**src/rtl/mp3_mem_arbiter.sv**
```systemverilog
// ============================================================================
// mp3_mem_arbiter
// ----------------------------------------------------------------------------
// Two-to-one arbiter that shares one single-ported memory between the
// instruction-fetch port (read-only) and the data port (read/write with a
// byte mask). Every side uses the core's level-request / one-cycle-resp
// handshake.
//
// Ports
//   clk, rst_n            clock, asynchronous active-low reset
//   i_read, i_address     instruction read request and address
//   i_resp, i_rdata       instruction completion pulse and read data
//   d_read, d_write       data read and write requests
//   d_wmask, d_address,
//   d_wdata               data byte enables, address and write data
//   d_resp, d_rdata       data completion pulse and read data
//   mem_read, mem_write   memory strobes
//   mem_wmask,
//   mem_address,
//   mem_wdata             memory byte enables, address and write data
//   mem_resp, mem_rdata   memory completion and read data
//   busy                  high whenever a transaction is in flight
//
// Build option
//   MP3_ARB_ROUND_ROBIN_EN  when defined, simultaneous requests alternate
//                           between ports using a last-grant register.
//                           When undefined, the data port always wins ties.
// ============================================================================
module mp3_mem_arbiter #(
    parameter int ADDR_W = 16,
    parameter int DATA_W = 16,
    parameter int MASK_W = DATA_W / 8
) (
    input  logic              clk,
    input  logic              rst_n,
    input  logic              i_read,
    input  logic [ADDR_W-1:0] i_address,
    output logic              i_resp,
    output logic [DATA_W-1:0] i_rdata,
    input  logic              d_read,
    input  logic              d_write,
    input  logic [MASK_W-1:0] d_wmask,
    input  logic [ADDR_W-1:0] d_address,
    input  logic [DATA_W-1:0] d_wdata,
    output logic              d_resp,
    output logic [DATA_W-1:0] d_rdata,
    output logic              mem_read,
    output logic              mem_write,
    output logic [MASK_W-1:0] mem_wmask,
    output logic [ADDR_W-1:0] mem_address,
    output logic [DATA_W-1:0] mem_wdata,
    input  logic              mem_resp,
    input  logic [DATA_W-1:0] mem_rdata,
    output logic              busy
);

    typedef enum logic [1:0] {
        IDLE    = 2'd0,
        SERVE_I = 2'd1,
        SERVE_D = 2'd2
    } state_t;

    state_t            state_q, state_d;
    logic [ADDR_W-1:0] addr_q, addr_d;
    logic [DATA_W-1:0] wdata_q, wdata_d;
    logic [MASK_W-1:0] wmask_q, wmask_d;
    logic              write_q, write_d;

    logic d_req;
    logic grant_d;     // 1: data port wins the current arbitration
    logic serving;

    assign d_req = d_read | d_write;

`ifdef MP3_ARB_ROUND_ROBIN_EN
    // 1 = data port was granted last; reset value favours data on the first tie.
    logic last_d_q, last_d_d;

    always_comb begin
        if (d_req && i_read) begin
            grant_d = ~last_d_q;
        end else begin
            grant_d = d_req;
        end
    end
`else
    always_comb begin
        grant_d = d_req;
    end
`endif

    // ------------------------------------------------------------------
    // State and capture registers
    // ------------------------------------------------------------------
    always_ff @(posedge clk or negedge rst_n) begin
        if (!rst_n) begin
            state_q  <= IDLE;
            addr_q   <= '0;
            wdata_q  <= '0;
            wmask_q  <= '0;
            write_q  <= 1'b0;
`ifdef MP3_ARB_ROUND_ROBIN_EN
            last_d_q <= 1'b0;
`endif
        end else begin
            state_q  <= state_d;
            addr_q   <= addr_d;
            wdata_q  <= wdata_d;
            wmask_q  <= wmask_d;
            write_q  <= write_d;
`ifdef MP3_ARB_ROUND_ROBIN_EN
            last_d_q <= last_d_d;
`endif
        end
    end

    // ------------------------------------------------------------------
    // Next state and capture. Requester inputs are sampled only in IDLE,
    // so changes during service have no effect until the next grant.
    // ------------------------------------------------------------------
    always_comb begin
        state_d  = state_q;
        addr_d   = addr_q;
        wdata_d  = wdata_q;
        wmask_d  = wmask_q;
        write_d  = write_q;
`ifdef MP3_ARB_ROUND_ROBIN_EN
        last_d_d = last_d_q;
`endif
        case (state_q)
            IDLE: begin
                if (d_req || i_read) begin
                    state_d = grant_d ? SERVE_D : SERVE_I;
                    addr_d  = grant_d ? d_address : i_address;
                    wdata_d = grant_d ? d_wdata : '0;
                    wmask_d = grant_d ? d_wmask : '0;
                    // Read and write together is treated as a write.
                    write_d = grant_d & d_write;
`ifdef MP3_ARB_ROUND_ROBIN_EN
                    last_d_d = grant_d;
`endif
                end
            end
            SERVE_I, SERVE_D: begin
                if (mem_resp) begin
                    state_d = IDLE;
                end
            end
            default: state_d = IDLE;
        endcase
    end

    // ------------------------------------------------------------------
    // Outputs. Strobes come only from captured registers; completion is
    // a combinational pass-through of mem_resp to the served port.
    // ------------------------------------------------------------------
    always_comb begin
        serving   = 1'b0;
        mem_read  = 1'b0;
        mem_write = 1'b0;
        i_resp    = 1'b0;
        d_resp    = 1'b0;
        case (state_q)
            SERVE_I: begin
                serving  = 1'b1;
                mem_read = 1'b1;
                i_resp   = mem_resp;
            end
            SERVE_D: begin
                serving   = 1'b1;
                mem_read  = ~write_q;
                mem_write = write_q;
                d_resp    = mem_resp;
            end
            default: ;
        endcase
    end

    // Byte enables are only meaningful on writes; reads present an all-zero mask.
    generate
        for (genvar gi = 0; gi < MASK_W; gi++) begin : g_wmask
            assign mem_wmask[gi] = wmask_q[gi] & mem_write;
        end
    endgenerate

    assign mem_address = serving ? addr_q  : '0;
    assign mem_wdata   = serving ? wdata_q : '0;
    assign busy        = serving;
    assign i_rdata     = mem_rdata;
    assign d_rdata     = mem_rdata;

endmodule

```
**config.mk**
```make
export PLATFORM = sky130hd
export DESIGN_NAME = mp3_mem_arbiter
export DESIGN_NICKNAME = d
export VERILOG_FILES = /design/src/rtl/mp3_mem_arbiter.sv
export SDC_FILE = /design/constraint.sdc
export NUM_CORES = 1
export LEC_CHECK = 0
export BUFFER_PORTS_ARGS = -buffer_cell sky130_fd_sc_hd__clkbuf_2
export CAP_MARGIN = 0
export CORE_UTILIZATION = 45
export CTS_CLUSTER_DIAMETER = 60
export DETAILED_ROUTE_END_ITERATION = 16
export PLACE_DENSITY = 0.86
export SETUP_SLACK_MARGIN = 0.5
export SLEW_MARGIN = 25
export SYNTH_ARGS = -nofsm -noshare
export SYNTH_HDL_FRONTEND = slang
export SYNTH_SLANG_ARGS = --single-unit
```
**constraint.sdc**
```tcl
create_clock -name clk -period 2.3 [get_ports clk]
set_input_delay 0.115 -clock clk [delete_from_list [all_inputs] [get_ports clk]]
set_output_delay 0.115 -clock clk [all_outputs]
set_load 0.01 [all_outputs]
```
# Word level (Yosys, flattened, before mapping)
# Cells that the tools add are included.
# op_classes
shift,0
n_reduce_logical,5
n_eq_ne,4
addsub,0
n_div,0
mul,0
magnitude_cmp,0
mux,14
bitwise,5
# op_table
operator,n
two-way mux 16 bit,4
two-way mux 2 bit,4
two-way mux 1 bit,4
case mux 2 bit (2 select lines),1
AND reduction 2 bit,2
AND 1 bit,3
== test 2 x 1 -> 1 bit (second input constant),1
== test 2 bit (second input constant),1
zero test 2 bit,1
!= test 2 x 1 -> 1 bit (second input constant),1
!= test 2 bit (second input constant),1
case mux 1 bit (2 select lines),1
OR reduction 2 bit,1
logical OR 1 bit,1
inverter 1 bit,1
OR 1 bit,1
# totals
latch_bits,0
inputBits,72
mem_count,0
romBits,0
ram_bits,0
output_inout_bits,71
regBits,37
elab_cells,33

# Depth between registers and ports, before layout
# logic_depth
word_depth,4
depth_mapped,6

# Least setup slack after synthesis
# No wires, ideal clock.
# synth_path
path_kind,register to register
start,register state_q[0]
end,register wdata_q[0]
stages_incl_launch_ff,7
required_ns,2.179
path_slack_ns,0.967
arrival_ns,1.212
cell_sequence,dfrtp_1 -> inv_1 -> ha_1 -> nor2b_1 -> buf_6 -> buf_6 -> a22o_1
# synth_between
elab_chain_cells,2
# synth_lines
item,line_no,rtl
from (decl),63,"state_t state_q, state_d;"
from (signal assigned),106,state_q <= state_d;
zero test 2 bit,130,case (state_q)
AND reduction 2 bit (no line),-,
to (signal assigned),108,wdata_q <= wdata_d;
to (decl),65,"logic [DATA_W-1:0] wdata_q, wdata_d;"
# No other way between the ends.
# A chain may end at the register's enable or synchronous reset.

# Worst setup path after layout
# layout_path
start,register state_q[0]
end,output port mem_wdata[12]
# layout_between
elab_chain_cells,4
elab_cells_between_ends,5
cone_classes,eq/ne: 2; mux: 2; reduce/logical: 1
# layout_lines
item,line_no,rtl
== test 2 bit or == test 2 x 1 -> 1 bit (tied branches),163,case (state_q)
OR reduction 2 bit (no line) (*),-,
two-way mux 1 bit (*),163,
two-way mux 16 bit (*),187,assign mem_wdata = serving ? wdata_q : '0;
to (decl),51,"output logic [DATA_W-1:0] mem_wdata,"
# Mark *: on every way between the ends. The rest lies on a longest branch, timed or not.

==> flow_metrics.tcl <==
set metrics [dict create \
    slew_headroom 0.410 \
    switching_share 0.382 \
    wl_met2_um 2060 \
    crit_path_max_fanout 32 \
    startpoint_type "register" \
    postLayoutCellArea_um2 2460 \
    p_int_mw 2.17 \
    grt_overflow 0 \
    synth_area_leader_cell "dfrtp_1" \
    grt_pass1_vias 1485 \
    drv_cap 0 \
    drc 0 \
    critPathCaptureType "primary output" \
    p_switching_mw 1.34 \
    arrival_ps 1560 \
    drt_iter0_markers 81 \
    cts_buffer_depth 2 \
    viasPerCell 4.82 \
    finalClockSkew_ps 5.17 \
    top_layer "met4" \
    ys_top_cells_by_count "dfrtp_1 (37), and2_1 (35), buf_4 (32), nand2_1 (20), a22o_1 (18)" \
    hold_viol_final 0 \
    cts_sinks 37 \
    yosysWarnings 0 \
    power_frac_seq 0.323 \
    drt-met1-wl_um 1730 \
    status "complete, no violations" \
    antenna_cells 0 \
    antenna_found_initial 0 \
    io-pin-count 143 \
    synth.distinct_cells 20 \
    async_flop_share 1.00 \
    tns_ps 0 \
    ys_seq_area_frac 0.448 \
    syn_inst 203 \
    gp_congestion 0.740 \
    yosysMostFrequentCell "dfrtp_1" \
    synth_flop_cell "dfrtp_1" \
    grtUsageTotal 0.171 \
    rsz0062_at_grt "false" \
    fin_crit_sh 0.729 \
    die-area_um2 4860 \
    min_path_type "input port to register" \
    ir_drop_v 0.000670 \
    met3_length_um 197 \
    grt_pass1_wl_um 6550 \
    tightest_slew_ps 886 \
    initial_core_util 0.471 \
    grt_max_degree 38 \
    clk_pin_slew_ps 70 \
    crit_required_ps 2180 \
    finalPower_mw 3.51 \
    ys_ff_latch 37 \
    root_buffer "clkbuf_8" \
    p_leak_nw 1.30 \
    wire_per_inst_um 12.7 \
    core_um2 4380 \
    comb_power_share 0.519 \
    layout-drive-gt1-share 0.402 \
    route.final.wire_length_um 4040 \
    htree_levels 2 \
    cts_tree "done" \
    slew_viol_final 0 \
    max_freq_mhz 596 \
    port_buffers 94 \
    clockPowerShare 0.158 \
    cts_inserted_buffers 5 \
    synth.avg_cell_area_um2 10.2 \
    post-cts-setup-buffers 0 \
    finalSetupViolCount 0 \
    rows 24 \
    syn_area_um2 2060 \
    area_delta_synth_final_pct 19.3 \
    num_vias 1533 \
    power_density_nw_per_um2 1430 \
    period_minus_slack_ps 1680 \
    die_height_um 69.7 \
    synth_edf_count 0 \
    dr.pass1.iters 4 \
    yosys-top-cells-area "dfrtp_1 (45%), buf_4 (12%), and2_1 (11%)" \
    synth_nets 278 \
    place_area_um2 2320 \
    nNetsFinal 340 \
    utilization 0.562 \
    clkLatencyLatePin_ps 270 \
    ant_nets 0 \
    synth_top_area_share 0.448 \
    die_x_um 69.7 \
    dp_hpwl_um 3070 \
    path_class "register to primary output" \
]
[per-stage QoR]
| step | worst slack, ps | hold slack [ps] | cells |
|---|---|---|---|
| floorplan | 967 | -181 | 203 |
| global placement | 627 | 230 | 309 |
| detailed placement | 566 | 230 | 309 |
| CTS | 559 | 39.3 | 318 |
| global route | 514 | 48.0 | 318 |
| finish | 623 | 52.0 | 318 |
[timing repair]
item,CTS,global route
hold endpoints to repair,37,0
hold buffers,1,0
setup endpoints to repair,1,30
pin swaps,0,0
resized for setup,1,3
[cells by family after synthesis]
kind of cell	count (synthesis)	synth area share
and+or+nand+nor	62	0.166
DFF	37	0.448
adders and majority gates	3	0.0182
muxes	16	0.0776
buffers and inverters	45	0.154
AOI/OAI and AO/OA	40	0.136
[registers in the layout, indices dropped and copies added, names as in the netlist]
name and count:
state_q 2, addr_q 16, write_q 1, wdata_q 16
wmask_q 2
[cells in the final DEF, fill, tap and decap left out, types with 2 or more instances in the layout]
master / instances
a22o_1: 18
a21oi_1: 3
buf_4: 2
nor2b_1: 2
nand2b_1: 2
dfrtp_1: 37
and3_1: 2
nand2_1: 20
o21ai_1: 16
mux2i_1: 16
ha_1: 2
clkbuf_2: 94
clkbuf_8: 6
and2_1: 35
inv_1: 2
[path summary, 6_finish.rpt]
path                                   startpoint                     end  slack, ps  cells past startpoint
min                                    d_wmask[0]  wmask_q[0]$_DFFE_PN0P_         50                      2
max in group asynchronous                   rst_n  addr_q[10]$_DFFE_PN0P_       1270                      2
max reg2reg                state_q[0]$_DFFE_PN0P_   addr_q[8]$_DFFE_PN0P_        720                      6
min reg2reg                 addr_q[4]$_DFFE_PN0P_   addr_q[4]$_DFFE_PN0P_        480                      2
max                        state_q[0]$_DFFE_PN0P_           mem_wdata[12]        620                      5
min in group asynchronous                   rst_n  wdata_q[7]$_DFFE_PN0P_        490                      2
[power by group through the flow]
stage	Combinational, mW	Clock, mW	Sequential [mW]
6_report	1.82	0.554	1.13
5_1_grt	2.01	0.609	1.17
4_1_cts	1.81	0.574	1.13
3_5_place_dp	1.79	0	1.14
3_3_place_gp	1.73	0	1.12
2_1_floorplan	1.28	0	1.09
[worst max-delay path, stage by stage (launching register included)]
cell      delay [ps]
dfrtp_1          370
inv_1             80
ha_2             380
buf_12           180
and2_1           150
clkbuf_2         130
[routing by layer]
metal,track usage,vias up
met4,0.0800,0
met3,0.0305,8
met1,0.208,701
li1,-,775
met2,0.296,49
met5,0,-
[final cells by class]
cell class | instances | area, um^2
Fill cell | 376 | 1920
Sequential cell | 37 | 926
Multi-Input combinational cell | 121 | 832
Timing Repair Buffer | 98 | 515
Clock buffer | 7 | 86.3
Tap cell | 52 | 65.1
Clock inverter | 1 | 30.0
Inverter | 2 | 7.51
Note: power is estimated with default switching activity, not from simulation.
